### config.mk
export PLATFORM = sky130hd
export DESIGN_NAME = cache_fill_ctrl
export DESIGN_NICKNAME = d
export VERILOG_FILES = /design/src/rtl/cache_fill_pkg.sv /design/src/rtl/cache_beat_counter.sv /design/src/rtl/cache_fill_ctrl.sv
export SDC_FILE = /design/constraint.sdc
export NUM_CORES = 1
export LEC_CHECK = 0
export ABC_AREA = 1
export BUFFER_PORTS_ARGS = -buffer_cell sky130_fd_sc_hd__buf_4
export CAP_MARGIN = 25
export CORE_AREA = 8 8 281 283
export CTS_BUF_LIST = sky130_fd_sc_hd__clkbuf_8
export DETAILED_ROUTE_END_ITERATION = 12
export DIE_AREA = 0 0 289 291
export PLACE_DENSITY_LB_ADDON = 0.25
export SETUP_SLACK_MARGIN = 0.02
export SLEW_MARGIN = 10
export SYNTH_ARGS = -nofsm -noshare
export SYNTH_HDL_FRONTEND = slang
export SYNTH_SLANG_ARGS = --single-unit
### constraint.sdc
create_clock -name clk -period 2.79 [get_ports clk]
set_input_delay 0.279 -clock clk [delete_from_list [all_inputs] [get_ports clk]]
set_output_delay 0.279 -clock clk [all_outputs]
set_load 0.03 [all_outputs]
### src/rtl/cache_fill_pkg.sv
// Shared FSM state type and default line geometry for the cache miss fill sequencer.
package cache_fill_pkg;

  typedef enum logic [2:0] {
    IDLE,
    CAPTURE,
    WRITEBACK,
    FETCH,
    WRITE,
    DONE
  } fill_state_e;

  localparam int DEF_LINELEN = 256;
  localparam int DEF_BUSW    = 64;
  localparam int BEATS       = DEF_LINELEN / DEF_BUSW;
  localparam int BEATLEN     = $clog2(BEATS);

  function automatic int beat_bits(input int linelen, input int busw);
    return $clog2(linelen / busw);
  endfunction

endpackage

### src/rtl/cache_beat_counter.sv
// Wrapping beat index counter: advances when enabled, last_o marks the final beat.
// Synchronous active-low clear.
module cache_beat_counter
  import cache_fill_pkg::*;
#(
  parameter int W = BEATLEN
) (
  input  logic         clk,
  input  logic         clr_n_i,
  input  logic         en_i,
  output logic [W-1:0] cnt_o,
  output logic         last_o
);

  logic [W-1:0] cnt_q, cnt_d;

  always_comb begin
    cnt_d = cnt_q;
    if (en_i) cnt_d = cnt_q + W'(1);
  end

  always_ff @(posedge clk) begin
    if (!clr_n_i) cnt_q <= '0;
    else          cnt_q <= cnt_d;
  end

  assign cnt_o  = cnt_q;
  assign last_o = &cnt_q;

endmodule

### src/rtl/cache_fill_ctrl.sv
// Cache miss fill sequencer: optional dirty-victim writeback, beat-wise line fetch, single array write.
// Define CACHE_FILL_PERF_EN to add saturating FillCount/WritebackCount outputs.
module cache_fill_ctrl
  import cache_fill_pkg::*;
#(
  parameter int NUMWAYS = 4,
  parameter int SETLEN  = 7,
  parameter int TAGLEN  = 20,
  parameter int LINELEN = BEATS * DEF_BUSW,
  parameter int BUSW    = DEF_BUSW
) (
  input  logic                                          clk,
  input  logic                                          reset,
  input  logic                                          FlushStage,
  input  logic                                          Miss,
  input  logic [SETLEN-1:0]                             MissSet,
  input  logic [TAGLEN-1:0]                             MissTag,
  input  logic [NUMWAYS-1:0]                            VictimWay,
  input  logic                                          VictimDirty,
  input  logic [TAGLEN-1:0]                             VictimTag,
  input  logic [LINELEN-1:0]                            VictimLine,
  output logic                                          BusReq,
  output logic                                          BusWrite,
  output logic [SETLEN+TAGLEN+$clog2(LINELEN/8)-1:0]    BusAdr,
  output logic [BUSW-1:0]                               BusWData,
  input  logic                                          BusAck,
  input  logic [BUSW-1:0]                               BusRData,
  output logic                                          LineWriteEn,
  output logic [NUMWAYS-1:0]                            LineWay,
  output logic [LINELEN-1:0]                            FillLine,
  output logic                                          SetValid,
  output logic                                          ClearDirty,
  output logic                                          ReplWriteEn,
  output logic                                          Stall,
  output logic                                          Done
`ifdef CACHE_FILL_PERF_EN
  ,
  output logic [31:0]                                   FillCount,
  output logic [31:0]                                   WritebackCount
`endif
);

  localparam int NBEATLEN = beat_bits(LINELEN, BUSW);
  localparam int OFFB     = $clog2(BUSW / 8);

  fill_state_e         state_q;
  logic [SETLEN-1:0]   set_q;
  logic [TAGLEN-1:0]   mtag_q, vtag_q;
  logic [NUMWAYS-1:0]  way_q;
  logic                dirty_q;
  logic                gap_q;
  logic [LINELEN-1:0]  line_q, fill_q;
  logic [NBEATLEN-1:0] beat;
  logic                beat_last;
  logic                bus_req;
  logic                beat_done;

  // The gap flag holds FETCH off the bus for one cycle after a writeback.
  assign bus_req   = (state_q == WRITEBACK) || ((state_q == FETCH) && !gap_q);
  assign beat_done = bus_req && BusAck;

  cache_beat_counter #(.W(NBEATLEN)) u_beat_cnt (
    .clk     (clk),
    .clr_n_i (reset),
    .en_i    (beat_done),
    .cnt_o   (beat),
    .last_o  (beat_last)
  );

  always_ff @(posedge clk) begin
    if (!reset) begin
      state_q <= IDLE;
      set_q   <= '0;
      mtag_q  <= '0;
      vtag_q  <= '0;
      way_q   <= '0;
      dirty_q <= 1'b0;
      gap_q   <= 1'b0;
      line_q  <= '0;
      fill_q  <= '0;
    end else begin
      case (state_q)
        IDLE: begin
          if (Miss && !FlushStage) begin
            set_q   <= MissSet;
            mtag_q  <= MissTag;
            vtag_q  <= VictimTag;
            way_q   <= VictimWay;
            dirty_q <= VictimDirty;
            state_q <= CAPTURE;
          end
        end
        CAPTURE: begin
          line_q  <= VictimLine;
          gap_q   <= 1'b0;
          state_q <= dirty_q ? WRITEBACK : FETCH;
        end
        WRITEBACK: begin
          if (BusAck && beat_last) begin
            gap_q   <= 1'b1;
            state_q <= FETCH;
          end
        end
        FETCH: begin
          if (gap_q) begin
            gap_q <= 1'b0;
          end else if (BusAck) begin
            fill_q[int'(beat)*BUSW +: BUSW] <= BusRData;
            if (beat_last) state_q <= WRITE;
          end
        end
        WRITE:   state_q <= DONE;
        DONE:    state_q <= IDLE;
        default: state_q <= IDLE;
      endcase
    end
  end

  assign BusReq      = bus_req;
  assign BusWrite    = (state_q == WRITEBACK);
  assign BusAdr      = {(state_q == WRITEBACK) ? vtag_q : mtag_q, set_q, beat, {OFFB{1'b0}}};
  assign BusWData    = line_q[int'(beat)*BUSW +: BUSW];
  assign LineWriteEn = (state_q == WRITE);
  assign LineWay     = (state_q == WRITE) ? way_q : '0;
  assign FillLine    = fill_q;
  assign SetValid    = (state_q == WRITE);
  assign ClearDirty  = (state_q == WRITE);
  assign ReplWriteEn = (state_q == WRITE);
  assign Done        = (state_q == DONE);
  // Stall must rise in the acceptance cycle itself, before the FSM leaves IDLE.
  assign Stall       = (state_q == IDLE) ? (Miss && !FlushStage) : (state_q != DONE);

`ifdef CACHE_FILL_PERF_EN
  logic [31:0] fill_cnt_q, wb_cnt_q;

  always_ff @(posedge clk) begin
    if (!reset) begin
      fill_cnt_q <= '0;
      wb_cnt_q   <= '0;
    end else begin
      if ((state_q == WRITE) && (fill_cnt_q != '1)) fill_cnt_q <= fill_cnt_q + 32'd1;
      if ((state_q == CAPTURE) && dirty_q && (wb_cnt_q != '1)) wb_cnt_q <= wb_cnt_q + 32'd1;
    end
  end

  assign FillCount      = fill_cnt_q;
  assign WritebackCount = wb_cnt_q;
`endif

endmodule

# == Word level (Yosys, flattened, before mapping) ==
# Index checks and enable logic that the tools add are counted.
# Widths: inputs -> output; s select.
# word_totals
latch_bits,0
memories,0
ram_bits,0
romBits,0
elab_cells,55
reg_bits,570
# classes
n_eq_ne,11
mux,13
shifts,3
bitwise,1
div,0
order_cmp,0
n_reduce_logical,15
n_mul,0
add_sub_neg,2
# op_table
op,count
$bwmux 256,1
$shift 64x33->256 const A,1
$shiftx 256x9->64,1
$shiftx 64x33->256,1
$neg 8->33,1
$mux 20,1
$mux 3,5
$pmux 3 s5,1
$eq 3x2->1 const B,2
$eq 3x3->1 const B,2
$ne 2x2->1 const B,3
$reduce_and 2->1,3
$reduce_and 5->1,1
$logic_and 1x1->1,4
$mux 4,1
$ne 2x1->1 const B,2
$eq 3x1->1 const B,1
$logic_not 3->1,1
$mux 1,3
$ne 3x3->1 const B,1
$reduce_and 3->1,1
$add 2x1->2 const B,1
$logic_not 1->1,2
$pmux 1 s2,1
4 further kinds,4

# == Depth between registers and ports, before layout ==
# Gate-level depths: netlist of the first run.
# logic_depth
word_depth,5
mapped_depth,14
mapped_depth_nobuf,8

# == Modules after synthesis ==
# Synthesis of the first run repeated with hierarchy kept, for this count alone.
# hier_totals
cells_unflattened,3851
hier_area_um2,25383.1
# modules_own_cells
module,n_inst,cells_per_inst,area_each_um2
cache_fill_ctrl,1,3839,25296.8
cache_beat_counter,1,12,86.3

# == Worst setup path after synthesis of the first run ==
# OpenSTA, ideal clock, no wires.
# synth_timing
path_kind,reg-to-reg
start,"register u_beat_cnt.cnt_q[0], in the netlist u_beat_cnt.cnt_o[0]"
end,"register fill_q[17], in the netlist FillLine[17]"
setup_ns,0.064
stages_incl_launch_ff,15
setup_slack_ns,0.201
synth_period_minus_slack_ns,2.589
n_path_buf,7
arrival_ns,2.525
cell_sequence,dfxtp_1 > buf_2 > inv_2 > buf_4 > buf_2 > buf_2 > ha_1 > inv_1 > buf_2 > nand3_4 > inv_1 > buf_4 > buf_2 > a21oi_1 > nor2_1
# synth_between
elab_chain_len,3
# synth_rtl
element,line_no,rtl
from (decl),cache_beat_counter.sv:15,"logic [W-1:0] cnt_q, cnt_d;"
from (signal assigned),cache_beat_counter.sv:24,else cnt_q <= cnt_d;
$neg 8->33 *,cache_fill_ctrl.sv:108,fill_q[int'(beat)*BUSW +: BUSW] <= BusRData;
$shiftx 64x33->256 or $shift 64x33->256 (tied branches),cache_fill_ctrl.sv:108,
$bwmux 256 *,cache_fill_ctrl.sv:108,
"to (signal, indexed assignment)",cache_fill_ctrl.sv:108,
to (decl),cache_fill_ctrl.sv:52,"logic [LINELEN-1:0] line_q, fill_q;"
# Mark *: on every way between the ends. The rest lies on a longest branch, timed or not.
# A chain may end at the register's enable or synchronous reset.

# == Final worst setup path of the first run ==
# layout_timing
start,"register u_beat_cnt.cnt_q[0], in the netlist u_beat_cnt.cnt_o[0]"
end,output port BusWData[48]
# layout_between
elab_chain_len,1
# layout_rtl
element,line_no,rtl
$shiftx 256x9->64,cache_fill_ctrl.sv:122,assign BusWData = line_q[int'(beat)*BUSW +: BUSW];
to (decl),cache_fill_ctrl.sv:25,"output logic [BUSW-1:0] BusWData,"
# Every way passes these cells.

==> run metrics, run 1 <==
Worst Skew=0.0477 ns; gpl congestion=0.884; Avg Inst Size Synth=7.00 um^2; most common cell after layout, fill and taps aside=buf_4; number of vias per cell=4.93; DRT antenna net count=0; Root Buffer=clkbuf_8; grt ovf=0; clk_lat worst skew=0.71 ns; Mapped Cells=3469; Final Net Count=4824; Netlist cell types=24; Max Transition Viols Final=0; Setup Crit Path Kind=flop to output port; vias in the first global route=26700; # H-tree levels=3; final std cells w/o fill=5495; clock sink count=570; Routed WL=105 mm; share of layout cells above drive strength 1=21.4%; Placed Instances=4933; Synth top area share=47.0%; Power Density=760 nW/um^2; Hold/Removal Path Class=input port to flop; initial antenna violation count=9; Worst-path clk slew=0.06 ns; synthesized cell area=24300 um^2; Starting Density=32.4%; IO Pins=741; first-pass GRT wire length=158 mm; Max-Cap Viols=0; number of buffers added on ports=737; status=complete, no violations; Max Root-Sink Buffers=3; FMAX=374 MHz; CP required=2.51 ns; synth top area cells=dfxtp_1 47%, nand2_1 12%, a21oi_1 9.4%; met2 WL=49.2 mm; synth warn=0; total CTS buffers=101; WL/cell=19.1 um; TritonCTS clock tree=done; FP Rows=101; met3 wire length=7.97 mm; hpwl dp=67.7 mm; total vias in the final route=27100; Final period util=95.9%; fin crit period=2.68 ns; Tightest Pin Transition=1.02 ns; CP Capture Type=output port; Slew Limit Headroom=32.2%; Leak=15.5 nW; CP max FO=64; Worst Path Arrival=2.40 ns; area added between synthesis and finish=48.9%; core area=74800 um^2; Sum Neg Setup Slack=0 ns; cell taking the most area after synthesis=dfxtp_1; peak supply drop=538 uV; chip height=291 um; CP startpoint kind=flop; all-layer global routing usage=23.5%; hold_ws=0.292 ns; Final Hold Viols=0; Initial DRT Pass Iterations=5; Setup-failing EPs final=0; DR DRC count=0; DR top layer=met4; FF+latch count, synth=570; die width=289 um; First DRT Iteration DRCs=1824; Metal-1 WL=42.9 mm; largest net degree at the start of global routing=116; RSZ-0062 raised after global routing=false; register area share after synthesis=47.0%; commonest cells after routing, fill and taps aside=779 x buf_4, 745 x nand2_1, 568 x dfxtp_1; die footprint=84100 um^2
where the power goes:
part | internal, mW | leakage, nW | switching, mW
Combinational | 3.27 | 9.76 | 6.79
Sequential | 9.20 | 4.62 | 0.560
Clock | 4.07 | 1.12 | 3.60
Total | 16.5 | 15.5 | 10.9
synth_stat cells:
library cell	count
nand4_1	5
o21ai_0	246
and2_1	1
buf_4	21
a21oi_1	457
ha_1	5
nand3_2	1
conb_1	1
nor2_2	3
nand3_1	391
nand3_4	1
nand2_1	748
inv_2	6
buf_1	7
o22ai_1	64
inv_1	138
a31oi_1	1
dfxtp_1	570
buf_6	16
buf_2	108
clkbuf_1	158
nor3_1	16
nand2_4	1
nor2_1	504
repair_timing:
action,in CTS,in global routing
pin swaps,0,0
cloned,3,0
hold buffers,376,0
endpoints found under the hold margin,542,0
resized for setup,10,1
setup endpoints to repair,33,1
buffers inserted,5,0
flip-flops by register name, indices dropped and copies added (netlist names):
register and cells:
dirty_q 1, line_q 256, vtag_q 20, state_q 3, gap_q 1, way_q 4
FillLine 256, set_q 7, u_beat_cnt.cnt_o 2, mtag_q 20
layout make-up:
class / count / area, um^2
Fill cell: 7419 / 38700
Clock buffer: 123 / 1690
Tap cell: 978 / 1220
Timing Repair inverter: 1 / 7.51
Timing Repair Buffer: 1177 / 10100
Antenna cell: 9 / 22.5
Clock inverter: 46 / 269
Inverter: 144 / 563
Multi-Input combinational cell: 2447 / 10900
Sequential cell: 570 / 11400
kinds of logic after synthesis:
family / count (synthesis) / synth area share (%)
fa+ha+maj: 5 / 0.258
compound gates: 768 / 16.2
flops: 570 / 47.0
buf+inv: 454 / 8.40
simple gates: 1671 / 28.1
other cells: 1 / 0.0154
metal layers:
metal  GRT usage (%)  up-vias
li1                -    13300
met1            29.0    12400
met2            38.9     1101
met3            5.00      244
met4            10.8        0
met5               0        -
worst paths after layout:
check        cells after the start  slack (ns)                 from           end
min                              7        0.29                 Miss    mtag_q[19]
min reg2reg                      2        0.46             way_q[2]      way_q[2]
max                              5        0.11  u_beat_cnt.cnt_o[0]  BusWData[48]
max reg2reg                      8        0.36  u_beat_cnt.cnt_o[0]  FillLine[12]
per-stage QoR:
stage	util [%]	total power, mW	setup slack, ns	instance area [um^2]
6_report	48.3	27.5	0.114	36100
4_1_cts	48.3	27.7	0.0599	36100
3_5_place_dp	40.4	19.3	0.357	30200
3_3_place_gp	40.4	19.2	0.441	30200
5_1_grt	48.3	28.9	0.0262	36100
2_1_floorplan	-	16.0	0.201	24300
worst max-delay path, cell delays in order, from the launching register on:
cell       delay, ns
dfxtp_4         0.39
inv_4           0.20
bufbuf_16       0.49
o21ai_0         0.18
o22ai_1         0.19
buf_4           0.20
No activity file was read; power rests on OpenSTA's default activity.
==> run 2: changes to the inputs <==
Settings changed: MAX_ROUTING_LAYER from default to met4.
==> run metrics, run 2 (synthesized netlist as in run 1, its figures left out) <==
CP cell instances=inv_4 > bufbuf_16 > o21ai_0 > o22ai_1 > buf_4; final setup margin=0.124 ns (+0.00931 ns); hold_sp=Miss; FMAX=375 MHz (+0.35%); fill cell count=7419 (unchanged); WL/cell=19.1 um (about the same); Worst Path Buf+Inv=3 (unchanged); Net Switching=11.0 mW (+0.15%); chip height=291 um (unchanged); WHS Path Cells=7 (unchanged); Routed WL=105 mm (about the same); Net Sw Frac=39.9% (about the same); first-pass GRT wire length=158 mm (about the same); IO Pins=741 (unchanged); RSZ-0062 raised after global routing=false; most common cell after layout, fill and taps aside=buf_4; Worst Path Arrival=2.39 ns (about the same); CP startpoint kind=flop; Power Density=760 nW/um^2 (about the same); First DRT Iteration DRCs=1819 (-0.27%); Final Hold Viols=0 (unchanged); Max Transition Viols Final=0 (unchanged); number of vias per cell=4.94 (+0.30%); Leak=15.5 nW (about the same); r2r setup slk=0.33 ns (-0.03 ns); commonest cells after routing, fill and taps aside=779 x buf_4, 745 x nand2_1, 568 x dfxtp_1; Tightest Pin Transition=1.04 ns (+0.0182 ns); Starting Density=32.4% (unchanged); max incr delay on CP=0.49 ns (about the same); clock sink count=570 (unchanged); Hold Path End=vtag_q[11]; delay-heaviest family, CP=buffers and inverters; CP max FO=64 (unchanged); fin crit period=2.67 ns (-0.00931 ns); share of layout cells above drive strength 1=21.4% (unchanged); Setup Crit Path Kind=flop to output port; worst r2r src=u_beat_cnt.cnt_o[0]; largest net degree at the start of global routing=116 (unchanged); FF-to-FF path depth=8 (unchanged); Placed Instances=4933 (unchanged); TritonCTS clock tree=done; Sum Neg Setup Slack=0 ns (unchanged); CP required=2.51 ns (about the same); Slew Limit Headroom=31.0% (-1.2 points); DRT antenna net count=0 (unchanged); initial antenna violation count=16 (+7); Worst-path clk slew=0.06 ns (about the same); CP Capture Type=output port; total CTS buffers=101 (unchanged); # H-tree levels=3 (unchanged); pre-CTS worst setup slack=0.357 ns (unchanged); grt ovf=0 (unchanged); Tot Pwr=27.5 mW (about the same); Comb power frac=36.6% (about the same); Post-Route Utilization=48.3% (about the same); hpwl dp=67.7 mm (unchanged); DR DRC count=0 (unchanged); area added between synthesis and finish=49.0% (about the same); FP Rows=101 (unchanged); vias in the first global route=26700 (-0.026%); total vias in the final route=27200 (+0.41%); Hold/Removal Path Class=input port to flop; Max Root-Sink Buffers=3 (unchanged); Initial DRT Pass Iterations=5 (unchanged); worst r2r dst=FillLine[12]; Max-Cap Viols=0 (unchanged); Root Buffer=clkbuf_8; Int Power=16.5 mW (unchanged); Final Net Count=4824 (unchanged); gpl congestion=0.898 (+1.6%); Sequential Area=11400 um^2 (unchanged); number of buffers added on ports=737 (unchanged); status=complete, no violations; slowest cell on the critical path=bufbuf_16; all-layer global routing usage=24.2% (+0.69 points); clock power share=27.9% (about the same); Flop pwr share=35.5% (about the same); area taken by multi-input logic gates=10900 um^2 (unchanged); Setup-failing EPs final=0 (unchanged); die width=289 um (unchanged); Final period util=95.6% (-0.33 points); core area=74800 um^2 (unchanged); peak supply drop=536 uV (-0.43%); final std cells w/o fill=5501 (+0.11%); clk_lat worst skew=0.71 ns (about the same); die footprint=84100 um^2 (unchanged); Worst Skew=0.0493 ns (+0.00161 ns)
[run 2: through the flow]
step | cell area, um^2 | hold WS (ns)
6_report | 36200 | 0.288
5_1_grt | 36200 | 0.344
4_1_cts | 36100 | 0.222
3_5_place_dp | 30200 | 0.448
3_3_place_gp | 30200 | 0.445
2_1_floorplan | 24300 | 0.418
[run 2: worst min-delay path, stage by stage]
cell	delay [ns]
buf_4	0.11
inv_1	0.04
nor2_1	0.03
nand3_1	0.05
buf_4	0.25
o21ai_0	0.11
nor2_1	0.07
[run 2: area by class of cell]
| cell class | instances | area share [%] |
|---|---|---|
| Sequential cell | 570 | 31.6 |
| Tap cell | 978 | 3.38 |
| Clock buffer | 123 | 4.68 |
| Clock inverter | 46 | 0.744 |
| Inverter | 144 | 1.56 |
| Antenna cell | 15 | 0.104 |
| Timing Repair inverter | 1 | 0.0208 |
| Timing Repair Buffer | 1177 | 27.8 |
| Multi-Input combinational cell | 2447 | 30.1 |
[run 2: metal layers]
| metal | track usage (%) | wire, um |
|---|---|---|
| met5 | - | 0 |
| met4 | 10.7 | 4580 |
| met3 | 4.81 | 7900 |
| met2 | 39.0 | 49500 |
| met1 | 29.1 | 42900 |
[run 2: timing repair]
item | in CTS | in global routing
resized for setup | 10 | 1
hold buffers | 376 | 0
setup endpoints to repair | 33 | 1
gates cloned | 3 | 0
hold endpoints to repair | 542 | 0
setup buffers | 5 | 0
[run 2: worst max path at each step]
| stage | endpoint | slack, ns | from | cells past startpoint |
|---|---|---|---|---|
| floorplan | FillLine[17] | 0.20 | u_beat_cnt.cnt_o[0] | 14 |
| global placement | FillLine[10] | 0.44 | u_beat_cnt.cnt_o[0] | 8 |
| detailed placement | FillLine[0] | 0.36 | u_beat_cnt.cnt_o[0] | 8 |
| CTS | BusAdr[22] | 0.06 | state_q[1] | 6 |
| global route | BusWData[48] | 0.03 | u_beat_cnt.cnt_o[0] | 5 |
| finish | BusWData[48] | 0.12 | u_beat_cnt.cnt_o[0] | 5 |
[run 2: power groups by stage]
stage               clock, mW  combinational [mW]  sequential [mW]
finish                   7.67                10.1             9.77
detailed placement          0                9.39             9.91
floorplan                   0                6.05             9.97
global placement            0                9.36             9.89
global route             8.22                10.8             9.89
CTS                      7.87                10.1             9.75
==> run 3: changes to the inputs <==
Settings changed: CORE_AREA 8 8 281 283 to 4 4 285 287.
==> run metrics, run 3 (synthesized netlist as in run 1, its figures left out) <==
Worst Skew=0.0364 ns (-0.0129 ns); FF-to-FF path depth=9 (+1); Power Density=762 nW/um^2 (+0.26%); hpwl dp=67.7 mm (about the same); core area=78600 um^2 (+5.1%); Setup-failing EPs final=0 (unchanged); DRT antenna net count=0 (unchanged); Max Transition Viols Final=0 (unchanged); # H-tree levels=3 (unchanged); Tot Pwr=27.7 mW (+0.84%); first-pass GRT wire length=155 mm (-1.7%); WHS Path Cells=3 (-4); number of buffers added on ports=737 (unchanged); Starting Density=30.9% (-1.6 points); status=complete, no violations; Final Hold Viols=0 (unchanged); Final period util=96.4% (+0.88 points); peak supply drop=458 uV (-15%); Worst-path clk slew=0.06 ns (about the same); CP max FO=65 (+1.6%); CP startpoint kind=flop; vias in the first global route=26500 (-0.50%); largest net degree at the start of global routing=157 (+35%); WL/cell=18.5 um (-3.2%); clock sink count=570 (unchanged); Setup Crit Path Kind=flop to output port; pre-CTS worst setup slack=0.480 ns (+0.123 ns); die width=289 um (unchanged); fin crit period=2.69 ns (+0.0245 ns); most common cell after layout, fill and taps aside=buf_4; First DRT Iteration DRCs=1860 (+2.3%); Max Root-Sink Buffers=3 (unchanged); FP Rows=103 (+2.0%); Tightest Pin Transition=1.02 ns (-0.0183 ns); all-layer global routing usage=23.9% (-0.26 points); IO Pins=741 (unchanged); commonest cells after routing, fill and taps aside=784 x buf_4, 745 x nand2_1, 568 x dfxtp_1; DR DRC count=0 (unchanged); Routed WL=103 mm (-1.7%); grt ovf=0 (unchanged); Post-Route Utilization=46.3% (-2.1 points); RSZ-0062 raised after global routing=true; final setup margin=0.0992 ns (-0.0245 ns); CP Capture Type=output port; Worst Path Arrival=2.41 ns (+0.02 ns); Sum Neg Setup Slack=0 ns (unchanged); area added between synthesis and finish=49.8%; Root Buffer=clkbuf_8; Post-CTS Setup Inserts=0 (-5); TritonCTS clock tree=done; Leak=15.6 nW (+0.75%); total CTS buffers=102 (+0.99%); Final Net Count=4829 (+0.10%); Hold/Removal Path Class=input port to flop; Slew Limit Headroom=32.2% (+1.2 points); Finished Cell Area=36400 um^2 (+0.58%); chip height=291 um (unchanged); Max-Cap Viols=0 (unchanged); Post-DP Area=30400 um^2 (+0.61%); FMAX=372 MHz (-0.91%); CP required=2.51 ns (about the same); number of vias per cell=4.87 (-1.4%); initial antenna violation count=12 (-4); Initial DRT Pass Iterations=7 (+2); total vias in the final route=27200 (+0.11%); gpl congestion=0.853 (-5.1%); clk_lat worst skew=0.71 ns (about the same); die footprint=84100 um^2 (unchanged); share of layout cells above drive strength 1=21.4% (about the same)
run 3: changes by cell type in the layout (fill, tap and decap cells not counted), moves of 2 or more:
cell        change
diode_2         -3
clkbuf_8        +2
clkinv_2        -2
o21ai_1         +2
buf_4           +5
clkinvlp_4      -2
o21ai_0         -2
inv_1          +14
run 3: critical path, stage by stage (launching register included):
cell and delay, ns:
dfxtp_4 0.38, inv_4 0.21, buf_16 0.25, o21ai_0 0.17, o22ai_1 0.35, buf_4 0.24
run 3: cell type report:
cell class,count,area [um^2]
fill,7942,42200
sequential,570,11400
multi-input combinational,2447,10900
timing repair buffer,1182,10100
clock buffer,124,1710
tap,1050,1310
inverter,144,559
clock inverter,59,349
antenna,12,30.0
run 3: where the power goes:
group	switching, mW	leakage, nW	internal (mW)	total (mW)
Combinational	6.76	9.79	3.30	10.1
Clock	3.70	1.21	4.22	7.91
Sequential	0.559	4.62	9.20	9.76
Total	11.0	15.6	16.7	27.7
run 3: routing by layer:
layer  GRT usage (%)  wire length [um]  vias to the layer above
li1                -                 -                    13300
met1            28.1             41500                    12600
met2            39.4             49100                     1015
met3            5.27              8060                      229
met4            10.3              4460                        0
met5               -                 0                        -
run 3: path summary, 6_finish.rpt:
kind / from / slack, ns / end
worst min-delay path: VictimLine[2] / 0.004 / line_q[2]
worst max-delay path: u_beat_cnt.cnt_o[0] / 0.1 / BusWData[37]
worst min register to register: way_q[3] / 0.45 / way_q[3]
worst max register to register: u_beat_cnt.cnt_o[0] / 0.39 / FillLine[207]
run 3: what timing repair did:
item / 4_1_cts / 5_1_grt
setup endpoints to repair: 49 / 9
endpoints found under the hold margin: 543 / 0
hold buffers: 375 / 0
gates cloned: 2 / 0
gates resized for setup: 7 / 3
run 3: stage by stage:
step,hold slack [ns],std cells
3_5_place_dp,0.449,5016
5_1_grt,0.00278,5588
3_3_place_gp,0.444,5016
6_report,0.00410,5588
2_1_floorplan,0.418,3471
4_1_cts,0.00123,5576
